--- src/rtl/vector_config_unit.sv ---
// Vector configuration unit: holds vl/vtype/vstart, executes vsetvli/vsetivli/vsetvl,
// drives the element counter and serves the vector CSRs.
module vector_config_unit #(
  parameter int VLEN = 128,
  parameter int ELEN = 32
) (
  input  logic        clk,
  input  logic        rst_n,
  input  logic        vset_en,
  input  logic [1:0]  vset_kind,
  input  logic [31:0] rs1_data,
  input  logic [31:0] rs2_data,
  input  logic [10:0] zimm,
  input  logic [4:0]  uimm,
  input  logic        rs1_is_x0,
  input  logic        rd_is_x0,
  input  logic        stall,
  input  logic        csr_wen,
  input  logic [11:0] csr_addr,
  input  logic [31:0] csr_wdata,
  input  logic        trap,
  input  logic [31:0] ec_offset,
  input  logic        ec_done,
  output logic [31:0] vl,
  output logic [31:0] vstart,
  output logic [1:0]  sew,
  output logic [2:0]  lmul,
  output logic        vill,
  output logic [31:0] vlmax,
  output logic        ec_clear,
  output logic [31:0] rd_wdata,
  output logic [31:0] csr_rdata
);

  localparam int          VSTART_W = $clog2(VLEN);
  localparam logic [31:0] VLEN_W   = 32'(VLEN);
  localparam logic [31:0] ELEN_W   = 32'(ELEN);
  localparam logic [31:0] VLENB    = 32'(VLEN / 8);

  localparam logic [1:0] KIND_VSETVLI  = 2'b00;
  localparam logic [1:0] KIND_VSETIVLI = 2'b01;
  localparam logic [1:0] KIND_VSETVL   = 2'b10;

  localparam logic [11:0] CSR_VSTART = 12'h008;
  localparam logic [11:0] CSR_VL     = 12'hC20;
  localparam logic [11:0] CSR_VTYPE  = 12'hC21;
  localparam logic [11:0] CSR_VLENB  = 12'hC22;

  localparam logic [2:0] VLMUL_RSVD = 3'b100;
  localparam logic [2:0] VSEW_MAX   = 3'b010;

  // Architectural state. vtype_q holds {vma, vta, vsew, vlmul}; vill is kept apart.
  logic [31:0] vl_q;
  logic [31:0] vstart_q;
  logic [7:0]  vtype_q;
  logic        vill_q;
  logic        ec_clear_q;

  // VLMAX = (VLEN/SEW)*LMUL. Fractional LMUL 111/110/101 shifts right by 1/2/3,
  // which is exactly the 3-bit two's-complement negation of the encoding.
  function automatic logic [31:0] calc_vlmax(input logic [2:0] vsew, input logic [2:0] vlmul);
    logic [31:0] per_reg;
    per_reg = VLEN_W >> (32'd3 + 32'(vsew));
    if (!vlmul[2]) calc_vlmax = per_reg << vlmul[1:0];
    else           calc_vlmax = per_reg >> (3'd0 - vlmul);
  endfunction

  logic [31:0] cand_vtype;
  logic [2:0]  cand_vsew;
  logic [2:0]  cand_vlmul;
  logic [31:0] cand_vlmax;
  logic        cand_ill;
  logic        keep_vl;
  logic [31:0] avl;
  logic        new_ill;
  logic [31:0] new_vl;

  // NOTE: every signal written in always_comb gets a default first, so no path can infer a latch.
  always_comb begin
    cand_vtype = '0;
    case (vset_kind)
      KIND_VSETVLI:  cand_vtype = {21'b0, zimm};
      KIND_VSETIVLI: cand_vtype = {22'b0, zimm[9:0]};
      KIND_VSETVL:   cand_vtype = rs2_data;
      default:       cand_vtype = '0;
    endcase
  end

  assign cand_vsew  = cand_vtype[5:3];
  assign cand_vlmul = cand_vtype[2:0];
  assign cand_vlmax = calc_vlmax(cand_vsew, cand_vlmul);

  assign cand_ill = (|cand_vtype[31:8])
                 || (cand_vlmul == VLMUL_RSVD)
                 || (cand_vsew > VSEW_MAX)
                 || ((32'd8 << cand_vsew) > ELEN_W)
                 || (cand_vlmax == 32'd0);

  // rs1=x0 and rd=x0 (register forms only) keeps the current vl under the new vtype.
  assign keep_vl = (vset_kind != KIND_VSETIVLI) && rs1_is_x0 && rd_is_x0;

  always_comb begin
    avl = cand_vlmax;
    if (vset_kind == KIND_VSETIVLI) avl = {27'b0, uimm};
    else if (!rs1_is_x0)            avl = rs1_data;
  end

  assign new_ill = cand_ill || (keep_vl && (vl_q > cand_vlmax));

  always_comb begin
    new_vl = '0;
    if (new_ill)                 new_vl = '0;
    else if (keep_vl)            new_vl = vl_q;
    else if (avl < cand_vlmax)   new_vl = avl;
    else                         new_vl = cand_vlmax;
  end

  logic vset_commit;
  logic csr_vstart_wr;
  logic ec_retire;

  // A trap in the same cycle squashes the vset; reserved kind 11 never commits.
  assign vset_commit   = vset_en && (vset_kind != 2'b11) && !stall && !trap;
  assign csr_vstart_wr = csr_wen && (csr_addr == CSR_VSTART) && !stall;
  assign ec_retire     = ec_done && !stall;

  // NOTE: all state is written with non-blocking assignments so every register samples pre-edge values.
  always_ff @(posedge clk or negedge rst_n) begin
    if (!rst_n) begin
      vl_q    <= '0;
      vtype_q <= '0;
      vill_q  <= 1'b1;
    end else if (vset_commit) begin
      vl_q    <= new_vl;
      vill_q  <= new_ill;
      vtype_q <= new_ill ? 8'h00 : cand_vtype[7:0];
    end
  end

  always_ff @(posedge clk or negedge rst_n) begin
    if (!rst_n) begin
      vstart_q <= '0;
    end else if (trap) begin
      vstart_q <= ec_offset;
    end else if (csr_vstart_wr) begin
      vstart_q <= {{(32-VSTART_W){1'b0}}, csr_wdata[VSTART_W-1:0]};
    end else if (ec_retire || vset_commit) begin
      vstart_q <= '0;
    end
  end

  // The counter restarts after any vset commit, and after a retirement that won vstart priority.
  always_ff @(posedge clk or negedge rst_n) begin
    if (!rst_n) ec_clear_q <= 1'b0;
    else        ec_clear_q <= vset_commit || (ec_retire && !trap && !csr_vstart_wr);
  end

  logic unused_csr_wdata;
  assign unused_csr_wdata = ^csr_wdata[31:VSTART_W];

  assign vl       = vl_q;
  assign vstart   = vstart_q;
  assign sew      = vtype_q[4:3];
  assign lmul     = vtype_q[2:0];
  assign vill     = vill_q;
  assign vlmax    = vill_q ? 32'd0 : calc_vlmax(vtype_q[5:3], vtype_q[2:0]);
  assign ec_clear = ec_clear_q;
  assign rd_wdata = new_vl;

  always_comb begin
    csr_rdata = '0;
    case (csr_addr)
      CSR_VSTART: csr_rdata = vstart_q;
      CSR_VL:     csr_rdata = vl_q;
      CSR_VTYPE:  csr_rdata = {vill_q, 23'b0, vtype_q};
      CSR_VLENB:  csr_rdata = VLENB;
      default:    csr_rdata = '0;
    endcase
  end

endmodule
--- config.mk ---
export PLATFORM = sky130hd
export DESIGN_NAME = vector_config_unit
export DESIGN_NICKNAME = d
export VERILOG_FILES = /design/src/rtl/vector_config_unit.sv
export SDC_FILE = /design/constraint.sdc
export NUM_CORES = 1
export LEC_CHECK = 0
export ABC_AREA = 1
export ABC_CLOCK_PERIOD_IN_PS = 3400
export BUFFER_PORTS_ARGS = -buffer_cell sky130_fd_sc_hd__buf_2
export CAP_MARGIN = 10
export CORE_AREA = 2 2 129 131
export CTS_BUF_LIST = sky130_fd_sc_hd__clkbuf_16
export DETAILED_ROUTE_END_ITERATION = 7
export DIE_AREA = 0 0 131 133
export PLACE_DENSITY = 0.69
export SKIP_LAST_GASP = 1
export SYNTH_ARGS = -nofsm -noshare
export SYNTH_HDL_FRONTEND = slang
export SYNTH_SLANG_ARGS = --single-unit
--- constraint.sdc ---
create_clock -name clk -period 3.4 [get_ports clk]
set_input_delay 0.17 -clock clk [delete_from_list [all_inputs] [get_ports clk]]
set_output_delay 0.17 -clock clk [all_outputs]
set_load 0.01 [all_outputs]
==> impl_metrics.toml <==
[synth]
synth_edf_count = 0
synth.distinct_cells = 52
synth-seq-area-share = 0.333
syn_area_per_cell_um2 = 7.11
synth_warnings = 0
synth_cells = 783
ys_async_sr_fraction = 1.00
synth_area_um2 = 5560
yosys.area.top_type = "dfrtp_1"
synth-seq-cells = 74
synth_area_leaders = "dfrtp_1 33%, nand2_1 14%, inv_1 7.6%"
synth.top_cell.area_share = 0.328
synth_ff_type = "dfrtp_1"

[layout]
utilization = 0.483
drive_gt1_frac = 0.391
area_growth_pct = 40.4
antenna_cells = 0
nets = 1265
mostFrequentLayoutCells = "258 x buf_2, 202 x nand2_1, 110 x inv_1, 73 x dfrtp_1, 55 x o21ai_0"
final_area_um2 = 7810
layout_commonest_cell = "buf_2"

[placement]
place.gp.congestion = 0.865
numPortBuffers = 260
placed_area_um2 = 7170
dpl.hpwl_um = 15400

[job]
maxCapViolations = 0

[setup_path]
crit_type = "input port to primary output"
required_ps = 3230
cp_max_fo = 5
crit_start = "vset_kind[1]"
reg2reg_from = "vl[28]$_DFFE_PN0P_"
startpoint_type = "input port"
endpoint_kind = "primary output"
critPathArrivalTime_ps = 3160

[clock_tree]
clkTransAtPathRegs_ps = 70
holdBufCountCts = 0
clkSinkCount = 74
clk_path_buf_depth = 2
htreeDepth = 3
clk_latency_ps = 340
cts-root-buf = "clkbuf_16"
cts_made_buffers = 9
cts_tree = "done"

[global_route]
grtUsageTotal = 0.216
gr-total-overflow = 0
grt_max_degree = 75
grt_pass1_vias = 5764
grt_pass1_wl_um = 29200
antenna_found_initial = 0

[floorplan]
initial_core_util = 0.344
die_x_um = 131
die_area_um2 = 17400
chipHeight_um = 133
core_area_um2 = 16200
rows = 47
io_pins = 334

[detailed_routing]
wl_um = 19400
drc = 0
vias_per_cell = 4.77
antenna_left = 0
via_count = 6231
firstDrtPassIters = 5
drt-initial-drc-count = 195
post_drt_wl_per_cell_um = 14.9

[timing]
max_freq_ghz = 0.300
setup-tns-final_ps = 0
fin_crit_sh = 0.980
maxSlewViolCount = 0
relSlewSlack = 0.368
finalSetupViolCount = 0
skew_ps = 7.97
layout_min_cycle_time_ps = 3330
rsz0062_at_grt = "true"
worst_slew_pin_slew_ps = 948
hold_violations = 33
whs_ps = -43.1

[power]
ir_drop_uv = 270
powerDensity_nw_per_um2 = 364
leakage_uw = 0.00445

[status]
violations = "negative hold slack"
status = "finished, violations left"

[worst_hold_path]
min_path_type = "input port to asynchronous set/reset pin"
==> cell families after synthesis <==
kind of cell	share of synthesized area
simple gates	0.288
buf+inv	0.178
compound gates	0.162
flops	0.333
fa+ha+maj	0.0382
other cells	0.000674
==> through the flow <==
step	setup slack [ps]	total power, µW	instances
2_1_floorplan	101	1490	830
3_3_place_gp	-19.9	1760	1282
3_5_place_dp	-64.1	1780	1282
4_1_cts	15.4	2790	1298
5_1_grt	-135	3010	1306
6_report	68.5	2840	1306
==> repair_timing <==
item,CTS,global route
endpoints found under the hold margin,0,0
endpoints found under the setup margin,8,8
gates resized for setup,5,61
setup buffers,0,8
pin swaps,1,39
==> final timing paths <==
check | endpoint | slack [ps] | cells after the start
max | rd_wdata[3] | 70 | 27
min | vstart[26]$_DFFE_PN0P_ | -40 | 1
max reg2reg | vtype_q[6]$_DFFE_PN0P_ | 970 | 10
min reg2reg | vtype_q[6]$_DFFE_PN0P_ | 490 | 2
max in group asynchronous | vl[7]$_DFFE_PN0P_ | 2800 | 1
min in group clk | vstart[26]$_DFFE_PN0P_ | 30 | 3
==> state kept, by name, summed over array words and instances, names as in the netlist <==
signal / count
ec_clear: 1
vstart: 32
vtype_q: 8
vill: 1
vl: 32
==> where the power goes <==
group | switching [µW] | leakage (µW) | internal [µW] | total [µW]
sequential | 47.1 | 0.000979 | 932 | 979
clock | 412 | 0.000149 | 581 | 993
combinational | 514 | 0.00332 | 354 | 868
==> routing by layer <==
layer  part of all wire  GRT usage  up-vias
met1               0.41      0.261     2873
met3              0.071     0.0530       31
met4              0.024     0.0697        0
met5                  0          0        -
met2               0.50      0.374      256
li1                   -          -     3071
==> cell type report <==
type	instances	area, µm²
Inverter	130	498
Clock inverter	7	83.8
Tap cell	220	275
Clock buffer	9	225
Sequential cell	74	1850
Fill cell	1601	8360
Timing Repair Buffer	313	1730
Multi-Input combinational cell	553	3140
==> critical path, cell delays in order <==
cell	delay, ps
buf_12	90
inv_8	40
nor2_4	110
inv_2	50
o22ai_2	120
inv_1	60
ha_2	180
ha_4	290
inv_4	50
nor2_4	150
o211ai_1	100
nand2_1	70
nand2_1	60
o21a_4	140
a21oi_2	160
ha_1	240
nand2_1	60
nand2_1	50
nand2_1	60
nand2_1	80
nand2_2	140
buf_6	150
nand3_1	120
nand3_2	90
nand2_2	60
nor2_2	110
buf_2	140
==> synth_stat cells (2+ instances only) <==
cell type,instances
nand3_1,32
or2_2,3
dfrtp_1,73
inv_2,10
o21a_1,2
inv_1,113
o21ai_1,7
a211oi_1,2
nor3_1,6
buf_2,2
o21ai_0,60
clkinv_1,6
nor2_1,26
clkbuf_1,15
buf_6,3
nand4_1,16
o221ai_1,6
buf_4,53
nor2_2,6
nand3_2,6
nor2_4,6
nor4_1,12
a21oi_1,18
o41ai_1,3
o22ai_1,19
nand3b_1,2
a22o_1,2
o211ai_1,15
nand2_2,11
nand2_4,4
ha_1,17
nand2_1,207
(Power assumes the default switching activity.)
